$ cat src/rtl/console_line_formatter_pkg.sv
// Shared types, ASCII constants and sizing helpers for the console line formatter.
package console_fmt_pkg;

  typedef enum logic [1:0] {
    MODE_RULE  = 2'd0,
    MODE_ALPHA = 2'd1,
    MODE_DEC   = 2'd2
  } mode_e;

  typedef enum logic [1:0] {
    S_IDLE    = 2'd0,
    S_CONVERT = 2'd1,
    S_EMIT    = 2'd2,
    S_NL      = 2'd3
  } fmt_state_e;

  localparam logic [7:0] ASCII_A  = 8'h61;
  localparam logic [7:0] ASCII_0  = 8'h30;
  localparam logic [7:0] ASCII_QM = 8'h3F;
  localparam logic [7:0] ASCII_NL = 8'h0A;

  // ceil(w*log10(2)); w*log10(2) is never an integer for w>0, so the rounding is exact
  function automatic int DEC_DIGITS(input int w);
    return (w * 30103 + 99999) / 100000;
  endfunction

  function automatic logic [63:0] POW26(input int n);
    logic [63:0] p;
    p = 64'd1;
    for (int i = 0; i < n; i++) p = p * 64'd26;
    return p;
  endfunction

endpackage

$ cat src/rtl/console_line_formatter_if.sv
// Command and byte-stream bundle between a command source/byte sink and the formatter.
interface console_fmt_if #(
  parameter int LINE_LEN = 76,
  parameter int VALUE_W  = 16
);
  localparam int LW = $clog2(LINE_LEN + 1);

  logic               cmd_valid;
  logic               cmd_ready;
  logic [1:0]         cmd_mode;
  logic [7:0]         cmd_fill;
  logic [LW-1:0]      cmd_len;
  logic [VALUE_W-1:0] cmd_value;
  logic               cmd_nl;
  logic               out_valid;
  logic               out_ready;
  logic [7:0]         out_char;
  logic               out_last;
  logic               overflow;

  modport master (
    output cmd_valid, cmd_mode, cmd_fill, cmd_len, cmd_value, cmd_nl, out_ready,
    input  cmd_ready, out_valid, out_char, out_last, overflow
  );

  modport slave (
    input  cmd_valid, cmd_mode, cmd_fill, cmd_len, cmd_value, cmd_nl, out_ready,
    output cmd_ready, out_valid, out_char, out_last, overflow
  );
endinterface

$ cat src/rtl/console_line_formatter_serializer.sv
// Iterative radix conversion: one digit per cycle into an LSB-first buffer, read back MSB-first.
module radix_digit_serializer #(
  parameter  int VALUE_W = 16,
  parameter  int DEPTH   = 5,
  localparam int CW      = $clog2(DEPTH + 1)
) (
  input  logic               clk,
  input  logic               rst_n,
  input  logic               start_i,
  input  logic [4:0]         radix_i,
  input  logic [CW-1:0]      fixed_count_i,
  input  logic [VALUE_W-1:0] value_i,
  output logic               done_o,
  output logic [CW-1:0]      ndig_o,
  input  logic [CW-1:0]      idx_i,
  output logic [4:0]         digit_o
);

  logic                  busy_q;
  logic [VALUE_W-1:0]    val_q, quot;
  logic [4:0]            radix_q, rem;
  logic [CW-1:0]         fixed_q, cnt_q, sel;
  logic [DEPTH-1:0][4:0] dig_q;
  logic                  last;

  // Constant divisors keep the divider to two fixed-ratio circuits.
  always_comb begin
    quot = (radix_q == 5'd26) ? val_q / VALUE_W'(26) : val_q / VALUE_W'(10);
    rem  = 5'(val_q - quot * VALUE_W'(radix_q));
    if (fixed_q != '0) last = (cnt_q == fixed_q - CW'(1));
    else               last = (quot == '0) || (cnt_q == CW'(DEPTH - 1));
    sel = cnt_q - CW'(1) - idx_i;
  end

  assign done_o  = busy_q && last;
  assign ndig_o  = cnt_q;
  assign digit_o = (sel < CW'(DEPTH)) ? dig_q[sel] : 5'd0;

  always_ff @(posedge clk or negedge rst_n) begin
    if (!rst_n) begin
      busy_q  <= 1'b0;
      val_q   <= '0;
      radix_q <= '0;
      fixed_q <= '0;
      cnt_q   <= '0;
      dig_q   <= '0;
    end else if (start_i) begin
      busy_q  <= 1'b1;
      val_q   <= value_i;
      radix_q <= radix_i;
      fixed_q <= fixed_count_i;
      cnt_q   <= '0;
    end else if (busy_q) begin
      dig_q[cnt_q] <= rem;
      val_q        <= quot;
      cnt_q        <= cnt_q + CW'(1);
      if (last) busy_q <= 1'b0;
    end
  end

endmodule

$ cat src/rtl/console_line_formatter.sv
// Turns RULE / ALPHA / DEC commands into a backpressured ASCII byte line.
module console_line_formatter
  import console_fmt_pkg::*;
#(
  parameter int LINE_LEN     = 76,
  parameter int VALUE_W      = 16,
  parameter int ALPHA_DIGITS = 2
) (
  input  logic          clk,
  input  logic          rst_n,
  console_fmt_if.slave  bus
);

  localparam int LW    = $clog2(LINE_LEN + 1);
  localparam int DEPTH = (ALPHA_DIGITS > DEC_DIGITS(VALUE_W)) ? ALPHA_DIGITS : DEC_DIGITS(VALUE_W);
  localparam int CW    = $clog2(DEPTH + 1);
  localparam int IW    = (LW > CW) ? LW : CW;
  localparam logic [63:0] ALPHA_LIM = POW26(ALPHA_DIGITS);

  fmt_state_e         state_q, state_d;
  mode_e              mode_q, cmd_mode;
  logic [7:0]         fill_q;
  logic [IW-1:0]      rlen_q, rlen_d, idx_q, idx_d, body_len;
  logic [VALUE_W-1:0] val_q;
  logic               nl_q;
  logic               accept, xfer, last_body, alpha_ovf, ser_start, ser_done;
  logic [CW-1:0]      ser_ndig;
  logic [4:0]         ser_digit;

  // Reserved mode decodes as RULE; out-of-range lengths clamp to a full line.
  always_comb begin
    case (bus.cmd_mode)
      2'd1:    cmd_mode = MODE_ALPHA;
      2'd2:    cmd_mode = MODE_DEC;
      default: cmd_mode = MODE_RULE;
    endcase
    if (bus.cmd_len == '0 || int'(bus.cmd_len) > LINE_LEN) rlen_d = IW'(LINE_LEN);
    else                                                    rlen_d = IW'(bus.cmd_len);
  end

  assign accept    = bus.cmd_valid && (state_q == S_IDLE);
  assign xfer      = bus.out_valid && bus.out_ready;
  assign body_len  = (mode_q == MODE_RULE) ? rlen_q : IW'(ser_ndig);
  assign last_body = (idx_q == body_len - IW'(1));
  assign alpha_ovf = (mode_q == MODE_ALPHA) && (64'(val_q) >= ALPHA_LIM);

  radix_digit_serializer #(.VALUE_W(VALUE_W), .DEPTH(DEPTH)) u_ser (
    .clk           (clk),
    .rst_n         (rst_n),
    .start_i       (ser_start),
    .radix_i       ((cmd_mode == MODE_ALPHA) ? 5'd26 : 5'd10),
    .fixed_count_i ((cmd_mode == MODE_ALPHA) ? CW'(ALPHA_DIGITS) : CW'(0)),
    .value_i       (bus.cmd_value),
    .done_o        (ser_done),
    .ndig_o        (ser_ndig),
    .idx_i         (CW'(idx_q)),
    .digit_o       (ser_digit)
  );

  always_comb begin
    state_d   = state_q;
    idx_d     = idx_q;
    ser_start = 1'b0;
    case (state_q)
      S_IDLE: if (accept) begin
        idx_d     = '0;
        ser_start = (cmd_mode != MODE_RULE);
        state_d   = (cmd_mode == MODE_RULE) ? S_EMIT : S_CONVERT;
      end
      S_CONVERT: if (ser_done) state_d = S_EMIT;
      S_EMIT: if (xfer) begin
        if (last_body) begin
          idx_d   = '0;
          state_d = nl_q ? S_NL : S_IDLE;
        end else begin
          idx_d = idx_q + IW'(1);
        end
      end
      S_NL: if (xfer) state_d = S_IDLE;
      default: state_d = S_IDLE;
    endcase
  end

  // Outputs decode from registered state only, so they hold while the sink stalls.
  always_comb begin
    bus.out_valid = 1'b0;
    bus.out_last  = 1'b0;
    bus.out_char  = 8'h00;
    case (state_q)
      S_EMIT: begin
        bus.out_valid = 1'b1;
        bus.out_last  = last_body && !nl_q;
        case (mode_q)
          MODE_ALPHA: bus.out_char = alpha_ovf ? ASCII_QM : ASCII_A + {3'b000, ser_digit};
          MODE_DEC:   bus.out_char = ASCII_0 + {3'b000, ser_digit};
          default:    bus.out_char = fill_q;
        endcase
      end
      S_NL: begin
        bus.out_valid = 1'b1;
        bus.out_last  = 1'b1;
        bus.out_char  = ASCII_NL;
      end
      default: ;
    endcase
  end

  assign bus.cmd_ready = (state_q == S_IDLE);
  assign bus.overflow  = (state_q == S_CONVERT) && alpha_ovf && (ser_ndig == '0);

  always_ff @(posedge clk or negedge rst_n) begin
    if (!rst_n) begin
      state_q <= S_IDLE;
      idx_q   <= '0;
      mode_q  <= MODE_RULE;
      fill_q  <= '0;
      rlen_q  <= '0;
      val_q   <= '0;
      nl_q    <= 1'b0;
    end else begin
      state_q <= state_d;
      idx_q   <= idx_d;
      if (accept) begin
        mode_q <= cmd_mode;
        fill_q <= bus.cmd_fill;
        rlen_q <= rlen_d;
        val_q  <= bus.cmd_value;
        nl_q   <= bus.cmd_nl;
      end
    end
  end

endmodule

$ cat src/flat_wrapper.sv
// flat-port wrapper written by rule: the top's interface ports become plain ports
module console_line_formatter_flat import console_fmt_pkg::*;
#(
  parameter int LINE_LEN     = 76,
  parameter int VALUE_W      = 16,
  parameter int ALPHA_DIGITS = 2
)
  (clk, rst_n, bus_cmd_valid, bus_cmd_mode, bus_cmd_fill, bus_cmd_len, bus_cmd_value, bus_cmd_nl, bus_out_ready, bus_cmd_ready, bus_out_valid, bus_out_char, bus_out_last, bus_overflow);
  console_fmt_if #(.LINE_LEN(LINE_LEN), .VALUE_W(VALUE_W)) bus_i ();
  input  logic clk;
  input  logic rst_n;
  input wire logic [$bits(bus_i.cmd_valid)-1:0] bus_cmd_valid;
  input wire logic [$bits(bus_i.cmd_mode)-1:0] bus_cmd_mode;
  input wire logic [$bits(bus_i.cmd_fill)-1:0] bus_cmd_fill;
  input wire logic [$bits(bus_i.cmd_len)-1:0] bus_cmd_len;
  input wire logic [$bits(bus_i.cmd_value)-1:0] bus_cmd_value;
  input wire logic [$bits(bus_i.cmd_nl)-1:0] bus_cmd_nl;
  input wire logic [$bits(bus_i.out_ready)-1:0] bus_out_ready;
  output wire logic [$bits(bus_i.cmd_ready)-1:0] bus_cmd_ready;
  output wire logic [$bits(bus_i.out_valid)-1:0] bus_out_valid;
  output wire logic [$bits(bus_i.out_char)-1:0] bus_out_char;
  output wire logic [$bits(bus_i.out_last)-1:0] bus_out_last;
  output wire logic [$bits(bus_i.overflow)-1:0] bus_overflow;
  assign bus_i.cmd_valid = bus_cmd_valid;
  assign bus_i.cmd_mode = bus_cmd_mode;
  assign bus_i.cmd_fill = bus_cmd_fill;
  assign bus_i.cmd_len = bus_cmd_len;
  assign bus_i.cmd_value = bus_cmd_value;
  assign bus_i.cmd_nl = bus_cmd_nl;
  assign bus_i.out_ready = bus_out_ready;
  assign bus_cmd_ready = bus_i.cmd_ready;
  assign bus_out_valid = bus_i.out_valid;
  assign bus_out_char = bus_i.out_char;
  assign bus_out_last = bus_i.out_last;
  assign bus_overflow = bus_i.overflow;
  console_line_formatter #(.LINE_LEN(LINE_LEN), .VALUE_W(VALUE_W), .ALPHA_DIGITS(ALPHA_DIGITS)) u_core (.clk(clk), .rst_n(rst_n), .bus(bus_i));
endmodule
$ cat config.mk
export PLATFORM = sky130hd
export DESIGN_NAME = console_line_formatter_flat
export DESIGN_NICKNAME = d
export VERILOG_FILES = /design/src/rtl/console_line_formatter_pkg.sv /design/src/rtl/console_line_formatter_if.sv /design/src/rtl/console_line_formatter_serializer.sv /design/src/rtl/console_line_formatter.sv /design/src/flat_wrapper.sv
export SDC_FILE = /design/constraint.sdc
export NUM_CORES = 1
export LEC_CHECK = 0
export BUFFER_PORTS_ARGS = -buffer_cell sky130_fd_sc_hd__clkbuf_2
export CAP_MARGIN = 15
export CORE_UTILIZATION = 57
export CTS_CLUSTER_DIAMETER = 200
export DETAILED_ROUTE_END_ITERATION = 7
export PLACE_DENSITY = 0.8
export REMOVE_ABC_BUFFERS = 1
export SYNTH_ARGS = -nofsm -noshare
export SYNTH_HDL_FRONTEND = slang
export SYNTH_SLANG_ARGS = --single-unit
$ cat constraint.sdc
create_clock -name clk -period 22.4 [get_ports clk]
set_clock_uncertainty 0.1 [all_clocks]
set_input_delay 4.48 -clock clk [delete_from_list [all_inputs] [get_ports clk]]
set_output_delay 4.48 -clock clk [all_outputs]
set_load 0.03 [all_outputs]
**After elaboration in Yosys (flattened, before gate mapping)**

Index checks and enable logic that the tools add are counted.

- Bits in latches: 0
- Logic and storage cells: 117
- Bits in registers: 96
- Memory bits (read-only): 0
- RAM bits: 0
- Output and inout port bits: 12
- Memories: 0
- Input bits: 38

- Add/sub/neg operators: 9
- Reduce and logical (&&, ||, !) cells: 25
- $mul: 1
- Bitwise gates (word level): 1
- $lt $le $gt $ge: 6
- Equality and inequality tests: 17
- Shift operators: 0
- Div/mod/pow operators: 2
- Multiplexer cells: 39

Operators by type and width:

| kind | count |
|---|---|
| $mux 16 | 3 |
| $mux 7 | 5 |
| $pmux 8 s2 | 2 |
| $bwmux 25 | 1 |
| $mux 5 | 4 |
| $div 16x4->16 const B | 1 |
| $div 16x5->16 const B | 1 |
| $ge 16x10->1 const B | 1 |
| $logic_not 16->1 | 1 |
| $mul 16x5->5 | 1 |
| $mux 2 | 8 |
| $bmux 5 s3 | 1 |
| $demux 5 s3 | 1 |
| $pmux 7 s2 | 1 |
| $ne 2x1->1 const B | 5 |
| $add 7x5->8 const A | 1 |
| $eq 2x1->1 const B | 4 |
| $eq 2x2->1 const B | 4 |
| $logic_and 1x1->1 | 8 |
| $lt 3x4->1 const B | 2 |
| $mux 8 | 1 |
| $pmux 2 s4 | 1 |
| $add 6x5->7 const A | 1 |
| $add 7x1->7 const B | 1 |
| 28 further kinds | 41 |

**Longest topological paths before layout**

Gate-level depths: netlist of run 1.

- Word-level depth: 9
- Depth in mapped cells: 108
- Mapped depth without buffers: 104

**Modules after synthesis**

From an unflattened synthesis of run 1, not the netlist that was laid out.

- Cell total of the unflattened synthesis: 1167
- Area total of the unflattened synthesis: 9496.6 µm²

By module, submodules not included:

| module | times used | cells an instance | seq. area each (µm²) | area each (µm²) |
|---|---|---|---|---|
| radix_digit_serializer | 1 | 880 | 1326.3 | 7000.5 |
| console_line_formatter | 1 | 287 | 1026.0 | 2496.1 |

**Worst setup path before layout of run 1**

No wires, ideal clock.

- Path type: reg2reg
- From: reg u_core.u_ser.radix_q[3]
- To: reg u_core.u_ser.dig_q[24] in the netlist's numbering
- Path slack: 1.369 ns
- Cell stages (with the launch flop): 102
- Buffers on the path: 4
- Library setup time: 0.125 ns
- Period minus slack after synthesis: 21.031 ns
- Arrival time: 20.806 ns
- Path through: dfrtp_1 > clkbuf_1 > nand2_1 > ha_1 > and2_0 > o21ai_0 > o41a_1 > o31ai_2 > nor3_1 > or3_1 > ha_1 > nand2_1 > or2_2 > or3_1 > nand4_1 > a31o_4 > buf_6 > or4_1 > [... 66 more ...] > nand2_1 > mux2i_1 > xnor2_1 > ha_1 > nor2_1 > o2111ai_1 > a2111o_1 > nor4_1 > nor2b_1 > ha_1 > ha_1 > inv_1 > ha_1 > a21oi_1 > xnor2_1 > xnor2_1 > xnor2_1 > mux2_2

- Word-level cells in the longest chain between the ends: 5

Ends and longest elaborated chain:

| element | RTL line | RTL |
|---|---|---|
| start, declared | console_line_formatter_serializer.sv:21 | `logic [4:0] radix_q, rem;` |
| start signal, assigned | console_line_formatter_serializer.sv:50 | `radix_q <= radix_i;` |
| $eq 5x5->1 | console_line_formatter_serializer.sv:28 | `quot = (radix_q == 5'd26) ? val_q / VALUE_W'(26) : val_q / VALUE_W'(10);` |
| $mux 16 | console_line_formatter_serializer.sv:28 |  |
| $mul 16x5->5 * | console_line_formatter_serializer.sv:29 | `rem = 5'(val_q - quot * VALUE_W'(radix_q));` |
| $sub 5x5->5 * | console_line_formatter_serializer.sv:29 |  |
| $bwmux 25 * | console_line_formatter_serializer.sv:54 | `dig_q[cnt_q] <= rem;` |
| end signal, assigned by index | console_line_formatter_serializer.sv:54 |  |
| end, declared | console_line_formatter_serializer.sv:23 | `logic [DEPTH-1:0][4:0] dig_q;` |

Mark *: on every way between the ends. The rest lies on a longest branch, timed or not.
A chain may end at the register's enable or synchronous reset.

**Worst setup path in the final report of run 1**

Same ends and word-level chain as after synthesis.

==> results of run 1 <==
cell usage after synthesis (14+ instances only):
library cell / instances / area share
ha_1: 29 / 0.039
o211ai_1: 17 / 0.014
o21ai_0: 89 / 0.048
nor2_1: 90 / 0.037
a21oi_1: 50 / 0.027
nand3_1: 43 / 0.023
and2_1: 15 / 0.010
nand2_1: 210 / 0.086
mux2_2: 15 / 0.018
and3_1: 14 / 0.0095
nor4_1: 17 / 0.012
nand4_1: 16 / 0.011
dfrtp_1: 88 / 0.24
nand2b_1: 15 / 0.010
a31oi_1: 18 / 0.012
clkbuf_1: 42 / 0.017
a211oi_1: 14 / 0.011
inv_1: 46 / 0.019
nor3_1: 22 / 0.012
mux2i_1: 20 / 0.022
or3_1: 17 / 0.012
xnor2_1: 41 / 0.039
how the worst max path moves through the flow:
stage	start	to	slack [ns]	depth (start not counted)
floorplan	u_core.u_ser.radix_q[3]	u_core.u_ser.dig_q[24]	1.60	97
global placement	u_core.u_ser.radix_q[3]	u_core.u_ser.dig_q[19]	0.39	100
detailed placement	u_core.u_ser.val_q[13]	u_core.u_ser.dig_q[9]	-0.34	98
CTS	u_core.u_ser.val_q[14]	u_core.u_ser.dig_q[24]	0.003	100
global route	u_core.u_ser.radix_q[3]	u_core.u_ser.dig_q[24]	-0.25	101
finish	u_core.u_ser.radix_q[3]	u_core.u_ser.dig_q[24]	1.04	101
cell usage in the layout (no fill, tap or decap), types with 6 or more instances in the layout:
cell type and instances:
nor3_1 22, a211oi_1 14, nor2b_1 7, nand3b_1 6
xor2_1 13, or3_1 14, o211ai_1 17, inv_1 46
and3_1 14, nand3_1 43, o21ai_0 87, ha_1 25
nor4_1 15, nand2b_1 15, o21ai_1 9, or4_1 10
mux2i_1 20, o31a_1 9, nand2_1 207, o211a_1 6
clkbuf_2 48, buf_4 29, dfrtp_1 84, a22oi_1 6
clkbuf_16 9, and2_1 15, a21oi_1 46, xnor2_1 40
nor2_1 87, a21o_1 10, or2_2 6, nand4_1 16
o31ai_1 8, a31oi_1 18, mux2_2 15
logic make-up (layout without fill, tap and decap cells):
group | Yosys count | in the layout | synth area share
flip-flops | 88 | 88 | 0.239
AO/OA/AOI/OAI | 349 | 349 | 0.276
AND/OR/NAND/NOR | 523 | 523 | 0.281
adder cells (fa/ha/maj) | 36 | 36 | 0.0485
multiplexers | 42 | 42 | 0.0564
buffers and inverters | 105 | 139 | 0.0477
XOR/XNOR | 54 | 54 | 0.0514
sequential cells by signal, summed over array words and instances, names as in the netlist:
| signal | cells |
|---|---|
| u_core.u_ser.busy_q | 1 |
| u_core.u_ser.radix_q | 2 |
| u_core.u_ser.ndig_o | 3 |
| u_core.rlen_q | 7 |
| u_core.u_ser.val_q | 16 |
| u_core.fill_q | 8 |
| u_core.mode_q | 2 |
| u_core.val_q | 14 |
| u_core.idx_q | 7 |
| u_core.u_ser.dig_q | 25 |
| u_core.state_q | 2 |
| u_core.nl_q | 1 |
per-stage QoR:
stage / hold slack (ns) / setup TNS [ns] / area (um2)
floorplan: 0.338 / 0 / 8940
CTS: 0.377 / 0 / 9900
global route: 0.400 / -1.18 / 10200
detailed placement: 0.359 / -1.68 / 9560
global placement: 0.354 / 0 / 9560
finish: 0.374 / 0 / 10200
critical path: cells and delay by family, from the launching register on:
family	cells	cell delay, ns
AND/OR/NAND/NOR	38	7.69
AO/OA/AOI/OAI	29	5.48
adder cells (fa/ha/maj)	15	4.23
XOR/XNOR	8	1.54
multiplexers	5	1.04
buffers and inverters	6	0.67
flip-flops	1	0.47
final cells by class:
cell class                 instances  share of cell area
sequential                        88               0.217
timing repair buffer              77              0.0451
multi-input combinational       1004               0.664
tap                              216              0.0266
clock buffer                       9              0.0222
inverter                          46              0.0170
clock inverter                     7             0.00763
what timing repair did:
action	4_1_cts	5_1_grt
buffers inserted	1	14
resized for setup	6	39
hold buffers	0	0
setup endpoints to repair	10	24
pin swaps	1	13
layer usage:
layer / track usage / up-vias
met5: 0 / -
met4: 0.128 / 0
met3: 0.0396 / 74
met2: 0.519 / 411
met1: 0.405 / 4493
li1: - / 4498
==> flow_summary.ini, run 1 <==
[timing]
final-hold-violation-count = 0
fin_ws_ns = 1.04
slew_viol_final = 0
relSlewSlack = 0.259
fin_crit_sh = 0.954
fmax_mhz = 46.8
setup_violations = 0
fin_crit_ns = 21.36
tightest_slew_ns = 1.11

[finish]
finish.utilization = 0.642
final_nets = 1294
n_antenna_cell = 0
regArea_mm2 = 0.00221
stdcell_count = 1447
area_growth_pct = 10.4
multi_input_area_mm2 = 0.00675
drive_gt1_frac = 0.162
num-fill-cells = 1360

[clock_network]
clock_sinks = 88
htree_levels = 3
clock-root-buffer = clkbuf_16
clkTransAtPathRegs_ns = 0.07
numCtsBuffers = 9
clock_path_buffers = 2
clk_latency_ns = 0.35
cts_tree = yes

[synthesis]
yosys_warnings = 0
synth_area_mm2 = 0.00921
synth-async-reset-ratio = 1.00
synth_cell_type_count = 105
synth_seq_cells = 88
avgSynthCellArea_um2 = 7.69
synth-edff-count = 0
synthesis.instances = 1197
yosysSeqAreaShare = 0.239
ys.flop_type = dfrtp_1

[die]
row_count = 46
die_w_um = 129
io_pins = 50
die-area_mm2 = 0.0167
die_h_um = 129
core-area_mm2 = 0.0158
start_util = 0.582

[setup_path]
criticalPathCategory = reg2reg
ff2ff_setup_slack_ns = 1.04
worstReg2RegStart = u_core.u_ser.radix_q[3]
r2r-end = u_core.u_ser.dig_q[24]
critPathArrivalTime_ns = 21.50
cp.required_ns = 22.54
cpPeakStageDelay_ns = 0.61
start_kind = flop
cp_max_fo = 10
timing.critical_path.mode_cell = ha_1
worst_r2r_path_depth = 101
cp_slowest_cell = or4b_4
crit_path_end_kind = flop

[hold_path]
hold_class = reg2reg
min_to = u_core.fill_q[2]
hold_depth = 2
hold_start = u_core.fill_q[2]

[global_routing]
overflow = 0
antenna_found_initial = 0
grt_max_degree = 62
grt_use_total = 0.310
grt_pass1_vias = 8598
grt_pass1_wl_mm = 41.7

[placed_design]
gp_congestion = 1.01
dp_worst_setup_slack_ns = -0.339
dp.cells = 1416
port_buffers = 49
post-dp-hpwl_mm = 19.0

[status]
violations = DRC
outcome = finished with violations

[drt]
route.met3.wl_mm = 1.73
routed.top_layer = met4
wl_met2_mm = 12.5
post_drt_wl_per_cell_um = 18.0
firstDrtPassIters = 8
m1WireLength_mm = 11.1
wl_mm = 26.1
first_iter_violations = 981
drc = 2
ant_nets = 0
vias = 9476
via_per_inst = 6.55

[flow_run]
maxCapViolations = 0
Power of run 1 is not shown: default switching activity piles up to over one toggle a cycle in this logic, so the estimate is an artifact.
==> run 2: changes to the inputs <==
--- a/config.mk
+++ b/config.mk
@@ -5,12 +5,13 @@
 export SDC_FILE = /design/constraint.sdc
 export NUM_CORES = 1
 export LEC_CHECK = 0
-export BUFFER_PORTS_ARGS = -buffer_cell sky130_fd_sc_hd__clkbuf_2
+export BUFFER_PORTS_ARGS = -buffer_cell sky130_fd_sc_hd__buf_2
 export CAP_MARGIN = 15
-export CORE_UTILIZATION = 57
+export CORE_MARGIN = 2
+export CORE_UTILIZATION = 55
 export CTS_CLUSTER_DIAMETER = 200
 export DETAILED_ROUTE_END_ITERATION = 7
-export PLACE_DENSITY = 0.8
+export PLACE_DENSITY = 0.78
 export REMOVE_ABC_BUFFERS = 1
 export SYNTH_ARGS = -nofsm -noshare
 export SYNTH_HDL_FRONTEND = slang
==> run 2 against run 1 <==
The run now ends clean. Register-to-register slack worse by 0.19 ns. Critical path depth fell by 3. Cell area is 1.5% higher. First-iteration DRC count is 6.7% higher. Routed wire length is 2.9% higher. Via count up 0.85%. Sequential cell count did not move. Worst hold slack got worse by 0.0021 ns. Cell count is 0.28% higher. Setup slack lost 0.19 ns. Non-clock buffer count unchanged. Fmax fell by 0.87%. Critical endpoint is now u_core.u_ser.dig_q[14]. Largest cell class unchanged. Highest routed layer unchanged.
==> flow_summary.ini, run 2 (synthesis results as in run 1) <==
[global_routing]
antenna_found_initial = 0
overflow = 0
grt_pass1_wl_mm = 43.7
grt_max_degree = 69
grt_use_total = 0.297
grt_pass1_vias = 8813

[timing]
fin_crit_sh = 0.962
final.setup.tns_ns = 0
tightest_slew_ns = 1.06
final-hold-violation-count = 0
slew_viol_final = 0
hold_slack_ns = 0.372
fmax_mhz = 46.4
fin_crit_ns = 21.55
relSlewSlack = 0.292
setup_violations = 0

[finish]
finish.utilization = 0.626
final_common_cell = nand2_1
final_cell_mix = nand2_1 (207), nor2_1 (87), o21ai_0 (87), dfrtp_1 (85), buf_2 (48)
n_antenna_cell = 0
final_nets = 1294
largest_reg_flops = 25
drive_gt1_frac = 0.173
area_growth_pct = 12.0
top_register = u_core.u_ser.dig_q
finalInstanceArea_mm2 = 0.0103
num-fill-cells = 1455
top_regs = u_core.u_ser.dig_q (25), u_core.u_ser.val_q (16), u_core.val_q (14)

[setup_path]
cp_max_fo = 10
crit_buf_inv = 4
timing.critical_path.mode_cell = ha_1
cp_slowest_cell = or4b_4
critical_path.top_delay_family = simple AND/OR/NAND/NOR gates
cp.required_ns = 22.53
cpPeakStageDelay_ns = 0.61
critPathLaunch = u_core.u_ser.radix_q[3]
crit_path_end_kind = flop
criticalPathCategory = reg2reg
critPathArrivalTime_ns = 21.68
worstReg2RegStart = u_core.u_ser.radix_q[3]
start_kind = flop

[die]
die-area_mm2 = 0.0178
core-area_mm2 = 0.0165
die_h_um = 133
die_w_um = 133
start_util = 0.559
row_count = 47
io_pins = 50

[hold_path]
hold_class = reg2reg
hold_start = u_core.val_q[8]

[clock_network]
clkTransAtPathRegs_ns = 0.06
clock_path_buffers = 2
htree_levels = 3
clock_sinks = 88
clk_latency_ns = 0.35
numCtsBuffers = 9
cts_tree = yes
clock-root-buffer = clkbuf_16

[drt]
drc = 0
via_per_inst = 6.59
ant_nets = 0
firstDrtPassIters = 5
post_drt_wl_per_cell_um = 18.5
wl_mm = 26.9
vias = 9557
first_iter_violations = 1047

[placed_design]
gp_congestion = 1.00
placed_cell_area_mm2 = 0.00959
port_buffers = 49
post-dp-hpwl_mm = 19.0

[flow_run]
maxCapViolations = 0

[status]
outcome = complete, no violations
==> run 2: changes by cell type in the layout (fill, tap and decap cells not counted), moves of 3 or more <==
cell	before	now
mux2i_2	0	3
inv_6	3	0
mux2i_1	20	17
clkbuf_2	48	0
buf_2	0	48
==> run 2: tightest hold or removal path, stage by stage, from the launching register on <==
cell     delay [ns]
dfrtp_1        0.34
nand2_1        0.05
nand2_1        0.06
==> run 2: path summary, 6_finish.rpt <==
kind                                                end  slack (ns)  cells after the start
worst max-delay path             u_core.u_ser.dig_q[14]        0.85                     98
worst min-delay path                    u_core.val_q[8]        0.37                      2
worst max register to register   u_core.u_ser.dig_q[14]        0.85                     98
worst min register to register          u_core.val_q[8]        0.37                      2
max in group asynchronous       u_core.u_ser.radix_q[3]       17.09                      2
min in group asynchronous         u_core.u_ser.val_q[2]        3.91                      1
==> run 2: area by class of cell <==
class | instances | area [um2] | share of cell area
multi-input combinational | 1004 | 6860 | 0.665
clock inverter | 5 | 87.6 | 0.00849
inverter | 46 | 173 | 0.0167
sequential | 88 | 2210 | 0.214
tap | 220 | 275 | 0.0267
clock buffer | 11 | 253 | 0.0245
timing repair buffer | 77 | 458 | 0.0444
==> run 2: layer usage <==
metal / GRT usage / up-vias / share of wire
met5: 0 / - / 0
met4: 0.0981 / 0 / 0.029
met3: 0.0365 / 78 / 0.066
met2: 0.492 / 454 / 0.47
met1: 0.404 / 4530 / 0.43
li1: - / 4495 / -
==> run 2: what timing repair did <==
item                       in CTS  in global routing
pin swaps                       1                 14
setup endpoints to repair      11                 24
hold buffers                    0                  0
gates resized for setup         7                 57
buffers inserted                1                 11
==> run 2: through the flow <==
stage / std cells / setup WS [ns]
global route: 1451 / -0.394
global placement: 1423 / 0.379
detailed placement: 1423 / -0.508
finish: 1451 / 0.849
CTS: 1440 / 0.0521
floorplan: 1138 / 1.60
Power of run 2 is left out for the same reason.
==> run 3: changes to the inputs <==
--- a/config.mk
+++ b/config.mk
@@ -5,6 +5,7 @@
 export SDC_FILE = /design/constraint.sdc
 export NUM_CORES = 1
 export LEC_CHECK = 0
+export ABC_AREA = 1
 export BUFFER_PORTS_ARGS = -buffer_cell sky130_fd_sc_hd__buf_2
 export CAP_MARGIN = 15
 export CORE_MARGIN = 2
==> run 3 against run 2 <==
Synthesized area is 2.6% lower. Fmax is 29% higher. Routed wire length is 15% lower. Critical path depth is 9 higher. First-iteration DRC count is 26% lower. Global-route usage is 3.2 points lower. Sequential share of layout area is 1.2 points higher. Count of clock-buffer cells in the layout is 1 lower. Register-to-register slack better by 4.9 ns. Highest routed layer unchanged.
==> flow_summary.ini, run 3 <==
[die]
io_pins = 50
die_h_um = 132
start_util = 0.565
row_count = 46
core-area_mm2 = 0.0159
die-area_mm2 = 0.0173
die_w_um = 132

[global_routing]
antenna_found_initial = 0
grt_pass1_vias = 8503
overflow = 0
grt_max_degree = 60
grt_pass1_wl_mm = 39.0
grt_use_total = 0.265

[clock_network]
clock_sinks = 88
cts_setup_buffers = 0
hold_buffers = 0
cts_resized = 0
cts_tree = yes
clock_path_buffers = 2
clkTransAtPathRegs_ns = 0.06
numCtsBuffers = 9
htree_levels = 3
clock-root-buffer = clkbuf_16
clk_latency_ns = 0.34

[timing]
slew_viol_final = 0
fin_ws_ns = 5.71
fin_crit_sh = 0.745
fin_crit_ns = 16.69
relSlewSlack = 0.336
fmax_mhz = 59.9
rsz0062_at_grt = no
tightest_slew_ns = 0.990
final-hold-violation-count = 0
final.setup.tns_ns = 0
hold_slack_ns = 0.377
setup_violations = 0

[drt]
ant_nets = 0
drc = 0
vias = 8988
via_per_inst = 5.39
post_drt_wl_per_cell_um = 13.6
first_iter_violations = 774
firstDrtPassIters = 8
wl_mm = 22.7

[synthesis]
yosys.area.top_type_share = 0.246
ys.flop_type = dfrtp_1
synth_seq_cells = 88
ys_top_cells_by_area = dfrtp_1 (25%), nand2_1 (18%), inv_1 (8.3%)
synth_most_common_cell = nand2_1
yosysSeqAreaShare = 0.246
netlist_top_cells_count = nand2_1 (434), inv_1 (198), nand3_1 (118), nor2_1 (111), dfrtp_1 (88)
synth_cell_type_count = 51
yosys_warnings = 0
synth_area_mm2 = 0.00897
synth-async-reset-ratio = 1.00
synth-edff-count = 0
synthesis.instances = 1408
synth_top_cell_by_area = dfrtp_1
avgSynthCellArea_um2 = 6.37

[setup_path]
cp_slowest_cell = dfrtp_1
cp_max_fo = 15
timing.critical_path.mode_cell = inv_1
criticalPathCategory = reg2reg
start_kind = flop
crit_buf_inv = 19
critical_path.top_delay_family = simple AND/OR/NAND/NOR gates
crit_path_end_kind = flop
cpPeakStageDelay_ns = 0.43
critPathArrivalTime_ns = 16.80
cp.required_ns = 22.51

[finish]
largest_reg_flops = 25
final_cell_mix = nand2_1 (434), inv_1 (198), nand3_1 (118), nor2_1 (111), dfrtp_1 (88)
top_register = u_core.u_ser.dig_q
final_nets = 1517
stdcell_count = 1669
drive_gt1_frac = 0.153
n_antenna_cell = 0
area_growth_pct = 8.87
top_regs = u_core.u_ser.dig_q (25), u_core.u_ser.val_q (16), u_core.val_q (14)
final_common_cell = nand2_1

[status]
outcome = complete, no violations

[placed_design]
post-dp-hpwl_mm = 17.7
dp_worst_setup_slack_ns = 5.91
gp_congestion = 0.975
port_buffers = 49
dp.cells = 1654

[flow_run]
maxCapViolations = 0

[hold_path]
hold_class = reg2reg
-- run 3: cell types whose count changed in the layout (fill, tap and decap cells not counted), moves of 16 or more --
| cell | previous run | this run |
|---|---|---|
| nand2_1 | 207 | 434 |
| inv_1 | 45 | 198 |
| nand3_1 | 42 | 118 |
| nand2_2 | 3 | 56 |
| xnor2_1 | 38 | 6 |
| buf_4 | 29 | 3 |
| nor2_1 | 87 | 111 |
| xor2_1 | 13 | 34 |
| inv_2 | 1 | 19 |
| a21oi_1 | 44 | 27 |
| mux2i_1 | 17 | 0 |
| nand4_1 | 16 | 33 |
| nand3_2 | 1 | 17 |
-- run 3: stage by stage --
| step | area [um2] | utilization |
|---|---|---|
| 5_1_grt | 9770 | 0.615 |
| 4_1_cts | 9770 | 0.615 |
| 6_report | 9770 | 0.615 |
| 3_5_place_dp | 9400 | 0.592 |
| 2_1_floorplan | 8860 | - |
| 3_3_place_gp | 9400 | 0.592 |
-- run 3: routing by layer --
layer	vias to the layer above	track usage	wire length (um)
li1	4577	-	-
met1	4094	0.350	10200
met2	270	0.466	11100
met3	47	0.0262	1040
met4	0	0.0670	481
met5	-	0	0
-- run 3: worst paths after layout --
path,slack [ns],end,depth (start not counted),startpoint
max,5.71,u_core.u_ser.dig_q[19],107,u_core.u_ser.radix_q[4]
min,0.38,u_core.fill_q[6],2,u_core.fill_q[6]
max reg2reg,5.71,u_core.u_ser.dig_q[19],107,u_core.u_ser.radix_q[4]
min reg2reg,0.38,u_core.fill_q[6],2,u_core.fill_q[6]
max in group asynchronous,17.17,u_core.mode_q[0],2,rst_n
min in group asynchronous,3.96,u_core.idx_q[5],1,rst_n
-- run 3: final cells by class --
| type | count | area (um2) |
|---|---|---|
| Inverter | 223 | 842 |
| Sequential cell | 88 | 2200 |
| Clock inverter | 5 | 129 |
| Timing Repair Buffer | 51 | 263 |
| Multi-Input combinational cell | 1076 | 5820 |
| Tap cell | 216 | 270 |
| Clock buffer | 10 | 239 |
| Fill cell | 1491 | 6120 |
-- run 3: logic make-up after synthesis --
family	count (synthesis)	share of synthesized area
simple gates	855	0.468
compound gates	150	0.0978
buf+inv	244	0.106
flops	88	0.246
xor+xnor	41	0.0409
fa+ha+maj	30	0.0427
-- run 3: worst reg2reg max path: cells and delay by family, from the launching register on --
family | cells | cell delay (ns)
AND/OR/NAND/NOR | 55 | 6.86
adder cells (fa/ha/maj) | 15 | 4.01
buffers and inverters | 19 | 1.69
AO/OA/AOI/OAI | 7 | 1.39
flip-flops | 1 | 0.43
XOR/XNOR | 11 | 2.01
Power of run 3 is left out for the same reason.
